===== config.mk =====
export PLATFORM = sky130hd
export DESIGN_NAME = prbs_checker_multi
export DESIGN_NICKNAME = d
export VERILOG_FILES = /design/src/rtl/prbs_checker_multi.sv
export SDC_FILE = /design/constraint.sdc
export NUM_CORES = 1
export LEC_CHECK = 0
export BUFFER_PORTS_ARGS = -buffer_cell sky130_fd_sc_hd__buf_4
export CORE_MARGIN = 10
export CORE_UTILIZATION = 52
export CTS_BUF_LIST = sky130_fd_sc_hd__clkbuf_2
export DETAILED_ROUTE_END_ITERATION = 16
export PLACE_DENSITY = 0.83
export SLEW_MARGIN = 0
export SYNTH_ARGS = -nofsm -noshare
export SYNTH_HDL_FRONTEND = slang
export SYNTH_SLANG_ARGS = --single-unit
export TNS_END_PERCENT = 30

===== constraint.sdc =====
create_clock -name clk -period 7.6 [get_ports clk]
set_input_delay 0.76 -clock clk [delete_from_list [all_inputs] [get_ports clk]]
set_output_delay 0.76 -clock clk [all_outputs]
set_load 0.02 [all_outputs]

===== src/rtl/prbs_checker_multi.sv =====
// Multi-polynomial PRBS checker (PRBS7/15/23/31, optionally inverted).
// Self-synchronises to the received stream. Once locked, it free-runs its own LFSR.
// Also keeps saturating error/word accumulators.
module prbs_checker_multi #(
  parameter int unsigned WIDTH      = 8,
  parameter int unsigned CNT_W      = 32,
  parameter int unsigned LOCK_CNT   = 16,
  parameter int unsigned UNLOCK_CNT = 4
) (
  input  logic                       clk,
  input  logic                       reset,
  input  logic                       en,
  input  logic [WIDTH-1:0]           prbs,
  input  logic [1:0]                 mode,
  input  logic                       inv,
  input  logic                       clr_cnt,
  output logic                       lock,
  output logic                       valid,
  output logic [$clog2(WIDTH+1)-1:0] err_num,
  output logic [CNT_W-1:0]           err_total,
  output logic [CNT_W-1:0]           word_total
);

  localparam int unsigned EW = $clog2(WIDTH + 1);
  localparam int unsigned LW = $clog2(LOCK_CNT + 1);
  localparam int unsigned RW = $clog2(UNLOCK_CNT + 1);
  localparam int unsigned SW = ((CNT_W > EW) ? CNT_W : EW) + 1;
  localparam logic [CNT_W-1:0] CNT_MAX = '1;

  localparam logic [0:0] SEARCH = 1'b0;
  localparam logic [0:0] LOCKED = 1'b1;

  logic [0:0]       state, state_nxt;
  logic [30:0]      hist, hist_nxt, hist_pred, hist_rx;
  logic [LW-1:0]    good_run, good_nxt;
  logic [RW-1:0]    bad_run, bad_nxt;
  logic [1:0]       last_mode;
  logic             last_inv, have_cfg;
  logic [4:0]       tap_a, tap_b, deg;
  logic [30:0]      deg_mask;
  logic [WIDTH-1:0] pred, rx, mismatch;
  logic [EW-1:0]    err_c;
  logic             qualified, cfg_change, acc;
  logic [SW-1:0]    err_sum;

  // Tap positions (history index, 0 = newest) and degree for the selected polynomial
  always_comb begin
    tap_a = 5'd27;
    tap_b = 5'd30;
    deg   = 5'd31;
    case (mode)
      2'b00: begin tap_a = 5'd5;  tap_b = 5'd6;  deg = 5'd7;  end
      2'b01: begin tap_a = 5'd13; tap_b = 5'd14; deg = 5'd15; end
      2'b10: begin tap_a = 5'd17; tap_b = 5'd22; deg = 5'd23; end
      default: begin tap_a = 5'd27; tap_b = 5'd30; deg = 5'd31; end
    endcase
    deg_mask = 31'((32'd1 << deg) - 32'd1);
  end

  // Unrolled LFSR prediction, received-history shift, and mismatch popcount
  always_comb begin
    logic [30:0] tp;
    logic [30:0] tr;
    logic        nb;
    tp    = hist;
    tr    = hist;
    nb    = 1'b0;
    pred  = '0;
    rx    = prbs ^ {WIDTH{inv}};
    err_c = '0;
    for (int i = 0; i < WIDTH; i++) begin
      nb                = tp[tap_a] ^ tp[tap_b];
      pred[WIDTH-1-i]   = nb;
      tp                = {tp[29:0], nb};
      tr                = {tr[29:0], rx[WIDTH-1-i]};
    end
    hist_pred = tp;
    hist_rx   = tr;
    mismatch  = prbs ^ pred ^ {WIDTH{inv}};
    for (int i = 0; i < WIDTH; i++) begin
      err_c = err_c + EW'(mismatch[i]);
    end
  end

  assign qualified  = |(hist & deg_mask);
  assign cfg_change = have_cfg && ((mode != last_mode) || (inv != last_inv));
  assign acc        = en && !cfg_change && (state == LOCKED);
  assign err_sum    = SW'(err_total) + SW'(err_c);

  // Next-state logic: search/lock decisions and history update
  always_comb begin
    state_nxt = state;
    hist_nxt  = hist;
    good_nxt  = good_run;
    bad_nxt   = bad_run;
    if (en) begin
      if (cfg_change) begin
        state_nxt = SEARCH;
        hist_nxt  = hist_rx;
        good_nxt  = '0;
        bad_nxt   = '0;
      end else if (state == SEARCH) begin
        hist_nxt = hist_rx;
        bad_nxt  = '0;
        if (qualified && (err_c == '0)) begin
          if (good_run == LW'(LOCK_CNT - 1)) begin
            state_nxt = LOCKED;
            good_nxt  = '0;
          end else begin
            good_nxt = good_run + LW'(1);
          end
        end else begin
          good_nxt = '0;
        end
      end else begin
        hist_nxt = hist_pred;
        if (err_c != '0) begin
          if (bad_run == RW'(UNLOCK_CNT - 1)) begin
            state_nxt = SEARCH;
            good_nxt  = '0;
            bad_nxt   = '0;
          end else begin
            bad_nxt = bad_run + RW'(1);
          end
        end else begin
          bad_nxt = '0;
        end
      end
    end
  end

  // State, history, run counters and last configuration
  always_ff @(posedge clk or posedge reset) begin
    if (reset) begin
      state     <= SEARCH;
      hist      <= '0;
      good_run  <= '0;
      bad_run   <= '0;
      last_mode <= 2'b00;
      last_inv  <= 1'b0;
      have_cfg  <= 1'b0;
      lock      <= 1'b0;
    end else begin
      state    <= state_nxt;
      hist     <= hist_nxt;
      good_run <= good_nxt;
      bad_run  <= bad_nxt;
      lock     <= (state_nxt == LOCKED);
      if (en) begin
        last_mode <= mode;
        last_inv  <= inv;
        have_cfg  <= 1'b1;
      end
    end
  end

  // Per-word report and saturating accumulators (clear wins over accumulation)
  always_ff @(posedge clk or posedge reset) begin
    if (reset) begin
      valid      <= 1'b0;
      err_num    <= '0;
      err_total  <= '0;
      word_total <= '0;
    end else begin
      valid <= en;
      if (en) begin
        err_num <= err_c;
      end
      if (clr_cnt) begin
        err_total  <= '0;
        word_total <= '0;
      end else if (acc) begin
        err_total  <= (err_sum > SW'(CNT_MAX)) ? CNT_MAX : err_sum[CNT_W-1:0];
        word_total <= (word_total == CNT_MAX) ? CNT_MAX : word_total + CNT_W'(1);
      end
    end
  end

endmodule


==> impl_metrics.json <==
{
  "outcome": "completed",
  "nets": 757,
  "critPathArrivalTime_ps": 6730,
  "viasPerCell": 6.19,
  "worst_pin_slew_ps": 806,
  "ys_warn_count": 0,
  "synth_edf_count": 0,
  "rsz0062_at_grt": "false",
  "slew_headroom": 0.463,
  "post_cts_buffers": 0,
  "clkLatencyLatePin_ps": 710,
  "combPwrFrac": 0.467,
  "finalHoldViolations": 0,
  "end_kind": "flip-flop",
  "io_pins": 85,
  "gp_congestion": 0.937,
  "drt_pass1_iterations": 8,
  "wl_met3_mm": 1.38,
  "seqPwrFrac": 0.340,
  "dp_hpwl_mm": 12.1,
  "synth_top_area_share": 0.423,
  "utilization": 0.603,
  "async_flop_share": 1.00,
  "htree_levels": 4,
  "postCtsHoldBufs": 0,
  "first_iter_violations": 762,
  "skew_ps": 37.0,
  "path_clk_slew_ps": 190,
  "final_max_slew_viol_count": 0,
  "drive_above_1_share": 0.254,
  "vdd_ir_drop_max_uv": 224,
  "met1_length_mm": 7.07,
  "cts_buffers": 17,
  "routed_wl_mm": 17.2,
  "seq_area_frac_synth": 0.423,
  "fillers": 1065,
  "yosysUniqueCellTypes": 58,
  "drcViolationCount": 0,
  "power.switching_w": 0.000877,
  "min_path_type": "in -> async",
  "yosys.area.top_type": "dfrtp_1",
  "grt_pass1_wl_mm": 29.2,
  "cts_tree": "built",
  "coreArea_um2": 12600,
  "synth_area_per_cell_um2": 10.2,
  "worstPathRequired_ps": 8270,
  "min_period_over_period": 0.798,
  "synthesis.nets": 685,
  "setup_viol": 0,
  "fmax_ghz": 0.165,
  "synthFlopType": "dfrtp_1",
  "met2_length_mm": 8.41,
  "syn_to_final_growth_pct": 13.9,
  "die_x_um": 133,
  "cap_violations": 0,
  "antenna_found_initial": 0,
  "multiInputGateArea_um2": 3610,
  "synth_most_common_cell": "dfrtp_1",
  "clockPowerShare": 0.192,
  "grt_usage": 0.197,
  "power_w": 0.00216,
  "wire_per_inst_um": 18.9,
  "antennaDiodeCount": 0,
  "fin_crit_ps": 6060,
  "clk_path_buf_depth": 2,
  "synthTopCellsByArea": "dfrtp_1 42%, mux2_2 5.9%, mux4_2 4.4%",
  "die_area_um2": 17800,
  "critPathKind": "reg -> reg",
  "initial_core_util": 0.530,
  "path_max_fanout": 17,
  "seq_area_um2": 2830,
  "gr-total-overflow": 0,
  "fp.dieH_um": 133,
  "route.vias.total": 5649,
  "powerDensity_nw_per_um2": 284,
  "ant_nets": 0,
  "synth_commonest_cells": "113 x dfrtp_1, 58 x nor2_1, 51 x nand2_1",
  "cts.repair.resized": 0,
  "grt_pass1_vias": 5803,
  "rows": 41,
  "synth.ff_latch_count": 113,
  "intPower_w": 0.00128,
  "p_leak_nw": 3.29,
  "fin_setup_tns_ps": 0,
  "worstSetupStartpointType": "flip-flop",
  "synth_area_um2": 6690,
  "grt_max_degree": 65,
  "root_buffer": "clkbuf_2",
  "port_buffers": 84,
  "swShare": 0.406,
  "highest_layer": "met4",
  "cts.sinks": 113,
  "syn_inst": 655
}
==> sequential cells by signal (all words and copies together) (netlist names) <==
register	flops
bad_run	3
err_num	4
err_total	32
good_run	5
have_cfg	1
hist	31
last_inv	1
last_mode	2
state	1
valid	1
word_total	32
==> per-layer routing <==
layer,GRT usage,vias up
met4,0.0713,0
met5,0,-
met1,0.246,2752
met2,0.313,286
met3,0.0624,42
li1,-,2569
==> critical path, stage by stage, from the launching register on <==
cell	delay (ps)
dfrtp_1	500
xor2_1	210
mux4_2	500
xnor2_1	260
xnor2_1	160
fa_1	530
fa_1	520
fa_1	560
inv_1	50
ha_1	220
fa_1	380
xnor2_1	250
inv_1	80
ha_1	340
a21o_1	130
a21o_1	390
nand4_4	330
and2_4	310
a41oi_1	200
o21a_1	140
==> kinds of logic (layout without fill, tap and decap cells) <==
family | after synthesis | count (layout) | synth area share
muxes | 64 | 64 | 0.127
buffers and inverters | 53 | 138 | 0.0372
AOI/OAI and AO/OA | 135 | 135 | 0.138
adders and majority gates | 15 | 15 | 0.0337
xor gates and xnor gates | 34 | 34 | 0.0468
and+or+nand+nor | 241 | 241 | 0.195
DFF | 113 | 113 | 0.423
==> power groups by stage <==
stage / logic (W) / clock network [W] / registers, W
floorplan: 0.000757 / 0 / 0.000729
global placement: 0.000958 / 0 / 0.000741
detailed placement: 0.00100 / 0 / 0.000743
CTS: 0.00101 / 0.000425 / 0.000732
global route: 0.00115 / 0.000450 / 0.000742
finish: 0.00101 / 0.000416 / 0.000735
==> stage by stage <==
step | area [um2] | instances | hold slack [ps] | setup slack (ps)
floorplan | 6690 | 655 | 448 | 1520
global placement | 7380 | 880 | 462 | 1270
detailed placement | 7380 | 880 | 479 | 1100
CTS | 7610 | 912 | 71.6 | 1530
global route | 7610 | 912 | 115 | 1110
finish | 7610 | 912 | 102 | 1540
==> cell usage in the layout (no fill, tap or decap), types with 19 or more instances in the layout <==
master and n:
a21oi_1 48, a311oi_1 20, and3_1 21, buf_4 86, clkbuf_2 19, dfrtp_1 113, inv_1 19, mux2_2 35
nand2_1 51, nand3_1 25, nor2_1 58, nor3_1 25, xnor2_1 24
==> final cells by class <==
| class | count | share of cell area |
|---|---|---|
| well taps | 172 | 0.0283 |
| multi-input cells | 489 | 0.474 |
| clock inverters | 13 | 0.0189 |
| clock buffers | 19 | 0.0125 |
| repair buffers | 86 | 0.0848 |
| inverters | 20 | 0.0102 |
| flip-flops and latches | 113 | 0.371 |
==> worst paths after layout <==
check	end	cells after the start	start	slack, ps
max	err_total[5]$_DFFE_PP0P_	19	hist[5]$_DFFE_PP0P_	1540
min	err_total[25]$_DFFE_PP0P_	2	reset	100
max reg2reg	err_total[5]$_DFFE_PP0P_	19	hist[5]$_DFFE_PP0P_	1540
min reg2reg	have_cfg$_DFFE_PP0P_	2	have_cfg$_DFFE_PP0P_	520
max in group asynchronous	good_run[4]$_DFFE_PP0P_	3	reset	6220
min in group clk	last_inv$_DFFE_PP0P_	2	inv	460
Note: power is estimated with default switching activity, not from simulation.
